<file path="src/rtl/ebpc_input_serializer.sv">
// Splits wide input words into DATA_W elements for the EBPC encoder.
// Emits exactly cfg_len elements per stream and flags the final one with last_o.
module ebpc_input_serializer #(
  parameter int unsigned DATA_W  = 8,
  parameter int unsigned N_WORDS = 4,
  parameter int unsigned LEN_W   = 24
) (
  input  logic                      clk_i,
  input  logic                      rst_i,
  input  logic [LEN_W-1:0]          cfg_len_i,
  input  logic                      cfg_vld_i,
  output logic                      cfg_rdy_o,
  input  logic [N_WORDS*DATA_W-1:0] in_data_i,
  input  logic                      in_vld_i,
  output logic                      in_rdy_o,
  output logic [DATA_W-1:0]         data_o,
  output logic                      last_o,
  output logic                      vld_o,
  input  logic                      rdy_i,
  output logic                      idle_o
);

  localparam int unsigned IN_W   = N_WORDS * DATA_W;
  localparam int unsigned LANE_W = $clog2(N_WORDS);
  localparam logic [LANE_W-1:0] LAST_LANE = LANE_W'(N_WORDS - 1);

  typedef enum logic [1:0] {
    IDLE  = 2'd0,
    LOAD  = 2'd1,
    SHIFT = 2'd2
  } state_e;

  state_e              state_q, state_d;
  logic [IN_W-1:0]     word_q, word_d;
  logic [LANE_W-1:0]   lane_q, lane_d;
  logic [LEN_W-1:0]    rem_q, rem_d;
  logic                in_rdy_c;
  logic                vld_d;
  logic                last_d;
  logic [DATA_W-1:0]   data_d;

  // State register; output registers are loaded from the next-state view
  always_ff @(posedge clk_i or posedge rst_i) begin
    if (rst_i) begin
      state_q <= IDLE;
      word_q  <= '0;
      lane_q  <= '0;
      rem_q   <= '0;
      vld_o   <= 1'b0;
      last_o  <= 1'b0;
      data_o  <= '0;
    end else begin
      state_q <= state_d;
      word_q  <= word_d;
      lane_q  <= lane_d;
      rem_q   <= rem_d;
      vld_o   <= vld_d;
      last_o  <= last_d;
      data_o  <= data_d;
    end
  end

  // Next-state logic and handshake decode
  always_comb begin
    state_d  = state_q;
    word_d   = word_q;
    lane_d   = lane_q;
    rem_d    = rem_q;
    in_rdy_c = 1'b0;

    unique case (state_q)
      IDLE: begin
        // A zero-length config is consumed without starting a stream
        if (cfg_vld_i && (cfg_len_i != '0)) begin
          rem_d   = cfg_len_i;
          state_d = LOAD;
        end
      end
      LOAD: begin
        in_rdy_c = 1'b1;
        if (in_vld_i) begin
          word_d  = in_data_i;
          lane_d  = '0;
          state_d = SHIFT;
        end
      end
      SHIFT: begin
        if (rdy_i) begin
          rem_d = rem_q - LEN_W'(1);
          if (rem_q == LEN_W'(1)) begin
            state_d = IDLE;
          end else if (lane_q != LAST_LANE) begin
            lane_d = lane_q + LANE_W'(1);
          end else begin
            // Word exhausted: refill in the same cycle to avoid a bubble
            in_rdy_c = 1'b1;
            if (in_vld_i) begin
              word_d = in_data_i;
              lane_d = '0;
            end else begin
              state_d = LOAD;
            end
          end
        end
      end
      default: state_d = IDLE;
    endcase

    vld_d  = (state_d == SHIFT);
    last_d = (state_d == SHIFT) && (rem_d == LEN_W'(1));
    data_d = word_d[int'(lane_d)*DATA_W +: DATA_W];
  end

  assign in_rdy_o  = in_rdy_c;
  assign cfg_rdy_o = (state_q == IDLE);
  assign idle_o    = (state_q == IDLE);

endmodule

</file>
<file path="config.mk">
export PLATFORM = sky130hd
export DESIGN_NAME = ebpc_input_serializer
export DESIGN_NICKNAME = d
export VERILOG_FILES = /design/src/rtl/ebpc_input_serializer.sv
export SDC_FILE = /design/constraint.sdc
export NUM_CORES = 1
export LEC_CHECK = 0
export ABC_AREA = 1
export BUFFER_PORTS_ARGS = -buffer_cell sky130_fd_sc_hd__buf_4
export CAP_MARGIN = 20
export CORE_ASPECT_RATIO = 1.4
export CORE_MARGIN = 1.5
export CORE_UTILIZATION = 40
export CTS_CLUSTER_DIAMETER = 60
export CTS_CLUSTER_SIZE = 14
export DETAILED_ROUTE_END_ITERATION = 10
export SLEW_MARGIN = 20
export SYNTH_ARGS = -nofsm -noshare
export SYNTH_HDL_FRONTEND = slang
export SYNTH_SLANG_ARGS = --single-unit
export TNS_END_PERCENT = 100
</file>
<file path="constraint.sdc">
create_clock -name clk_i -period 1.8 [get_ports clk_i]
set_input_delay 0.09 -clock clk_i [delete_from_list [all_inputs] [get_ports clk_i]]
set_output_delay 0.09 -clock clk_i [all_outputs]
set_load 0.02 [all_outputs]
</file>
==> metrics.txt <==
status=finished, violations left; failing checks=negative setup slack; Lkg Pwr=4.413 nW; Starting Density=41.09%; Reg clk slew, reported paths=60 ps; num rows=48; H-tree Lvls=3; Syn. warnings=0; placed wire-length estimate=12.78 mm; Filler Cells Inserted=1,097; vias per inst=5.154; placed cell areas=0.006583 sq mm; Core ar.=0.01237 sq mm; RSZ-0062 raised after global routing=true; nets=1,039; pre-CTS setup slack=-333.7 ps; Num CTS Buffers=9; Finish-stage setup viols=37; minimum clock period=2107 ps; Max Slew Vio Count=0; die width=98.28 microns; WL per Instance=16.75 microns; Yosys cell types=37; Sequential Area=0.001753 sq mm; Die Ht=136.4 microns; Final Hold Fails=0; largest net degree at the start of global routing=53; sequential element share of the synthesized area=34.46%; synthesized cell area=0.005084 sq mm; Detail Route Antenna Nets=0; crit-path max FO=8; worst hold path class=input pin to register; first-pass GRT wire length=28.61 mm; Period Utilization, post-route=117.0%; routed wire length=18.86 mm; Post-Syn Area per Cell=6.689 sq um; startpoint type of the worst setup path=register; Root Driver=clkbuf_16; CTS tree=done; die area=0.01340 sq mm; layout cells sized above 1=44.26%; insertion delay to the later sink of the worst-skew pair=340 ps; initial antenna violation count=0; clk buf depth=2; Slew HR=69.12%; Antenna diodes=0; Final Skew=6.235 ps; IO Pins=74; Post-Synth XOR/XNOR Area=0%; Worst Tran Pin Value=462.3 ps; largest family of logic cells by synthesized area=simple AND/OR/NAND/NOR gates; Max rail drop VDD=0.0008691 V; Area growth syn-to-layout=57.96%; proportion of synthesized area in mux cells=0%; GRT overflow=0; Initial DRT Pass Iterations=6; Max-Cap Viols=0; Setup WS post-layout=-306.8 ps; final instance area=0.008030 sq mm; Critical Path AT=2340 ps; total clock sinks=70; crit end category=register; Pwr Total=0.01311 W; Max Freq=0.4747 GHz; vias in the first global route=5,853; area of the multi-input gates=0.003473 sq mm; First DRT Iteration DRCs=224; CP Class=register to register; via count=5,803; Worst EP required=2040 ps; post-synth net total=828; Compound-Gate Fraction of Synth Area=4.701%; total power divided by cell area=1633 mW/mm^2; DRC=0; gr usage total=27.58%; Cells after Synth=760; flops & latches, synth=70; Post-Synth Adder-Cell Area=1.723%; post-synthesis simple-gate area fraction=49.91%; PortBufs=73; routability-driven placement congestion ratio=0.9734
[sequential cells by signal, indices dropped and copies added, names as in the netlist]
signal / count
state_q: 2
rem_q: 24
word_q: 32
data_o: 8
vld_o: 1
last_o: 1
lane_q: 2
[critical path, cell delays in order (launching register included)]
cell     delay (ps)
dfrtp_1         410
buf_6           140
ha_4            160
nand3_4          60
nor2_4           40
nand3_2          70
nand2_4          60
buf_6           110
o21ai_4         200
nand2_8         150
buf_12          160
nand2_2          40
and2_4          140
nand2_1          60
nand3_1         120
nand2_1          70
[cell usage after synthesis]
library cell	n	area [sq um]
o21ai_1	5	25.02
buf_2	6	30.03
a21oi_1	8	40.04
nand2_1	314	1179
nor3_2	2	20.02
nor2_4	5	56.30
clkbuf_1	9	33.78
nor2_2	11	68.82
nand2_8	1	20.02
nand3_4	2	35.03
inv_2	7	26.28
nor2_1	57	214.0
and2_1	9	56.30
nand3b_1	10	75.07
dfrtp_1	70	1752
buf_1	1	3.750
nand4_2	1	12.51
inv_1	57	214.0
nand3b_2	1	11.26
nand3_1	62	310.3
inv_4	2	12.51
buf_4	3	22.52
o21ai_0	28	140.1
clkinv_1	2	7.510
ha_1	7	87.58
o21ai_2	3	26.28
buf_6	7	78.83
o31ai_1	1	7.510
buf_8	2	30.03
nor3_1	6	30.03
nand4_4	1	21.27
nor3_4	1	16.27
nand3_2	1	10.01
nand4_1	9	56.30
nand2_2	39	244.0
nand2_4	9	101.4
inv_6	1	8.760
[logic make-up after synthesis]
kind of cell | count (synthesis)
AOI/OAI and AO/OA | 45
and+or+nand+nor | 541
buffers and inverters | 97
DFF | 70
adders and majority gates | 7
[layout by cell type (no fill, tap or decap), types with 4 or more instances in the layout]
| cell | count |
|---|---|
| nand2_1 | 259 |
| o21ai_0 | 26 |
| inv_1 | 46 |
| o21ai_1 | 6 |
| buf_6 | 27 |
| nor2_1 | 47 |
| nor3_1 | 5 |
| nand3b_1 | 10 |
| nand2_8 | 5 |
| nand3_2 | 10 |
| nand3_1 | 51 |
| nor2_4 | 10 |
| buf_12 | 10 |
| nand3_4 | 4 |
| nand2_2 | 60 |
| and2_4 | 9 |
| nand4_1 | 9 |
| clkbuf_16 | 9 |
| inv_2 | 16 |
| nand2_4 | 42 |
| dfrtp_1 | 69 |
| nor2_2 | 16 |
| a21oi_1 | 8 |
| buf_4 | 180 |
| ha_1 | 4 |
[worst paths after layout]
kind                            slack, ps    endpoint  cells after the start    startpoint
max in group asynchronous             840   rem_q[22]                      4         rst_i
worst max-delay path                 -310   data_o[0]                     15      rem_q[0]
worst min-delay path                   60   word_q[7]                      5  in_data_i[7]
worst min register to register        520  word_q[24]                      2    word_q[24]
min in group asynchronous             320   word_q[2]                      3         rst_i
worst max register to register       -310   data_o[0]                     15      rem_q[0]
[stage by stage]
stage | utilization, % | hold WS (ps) | TNS, ps | instances
final | 64.91 | 59.32 | -4080 | 1126
after floorplan | - | 244.3 | -56.65 | 760
after CTS | 61.01 | 52.74 | -3145 | 1111
after global routing | 64.91 | 73.68 | -9676 | 1126
after detailed placement | 53.21 | 133.3 | -4576 | 1071
after global placement | 53.21 | 134.3 | -4140 | 1071
[power breakdown]
group | leakage, nW | internal [W] | switching, W | total (W)
Sequential | 0.904 | 0.00211 | 0.000430 | 0.00254
Combinational | 3.34 | 0.00384 | 0.00457 | 0.00841
Clock | 0.166 | 0.00140 | 0.000768 | 0.00216
[layer usage]
metal,up-vias,part of all wire (%),track usage [%]
met2,198,57,53.23
met5,-,0,0
li1,2798,-,-
met1,2730,34,27.82
met3,77,3.5,2.674
met4,0,5.3,17.76
[area by class of cell]
class	instances	share of cell area (%)
multi-input combinational	596	43.25
clock buffer	11	3.023
inverter	69	3.537
timing repair inverter	2	0.3428
timing repair buffer	223	24.35
clock inverter	5	1.324
sequential	70	21.83
tap	150	2.337
[repair_timing]
action / CTS / global route
buffers inserted: 16 / 15
hold buffers: 1 / 0
cloned: 7 / 1
pin swaps: 31 / 37
setup endpoints to repair: 43 / 52
resized for setup: 102 / 93
endpoints found under the hold margin: 18 / 0
(Power assumes the default switching activity.)
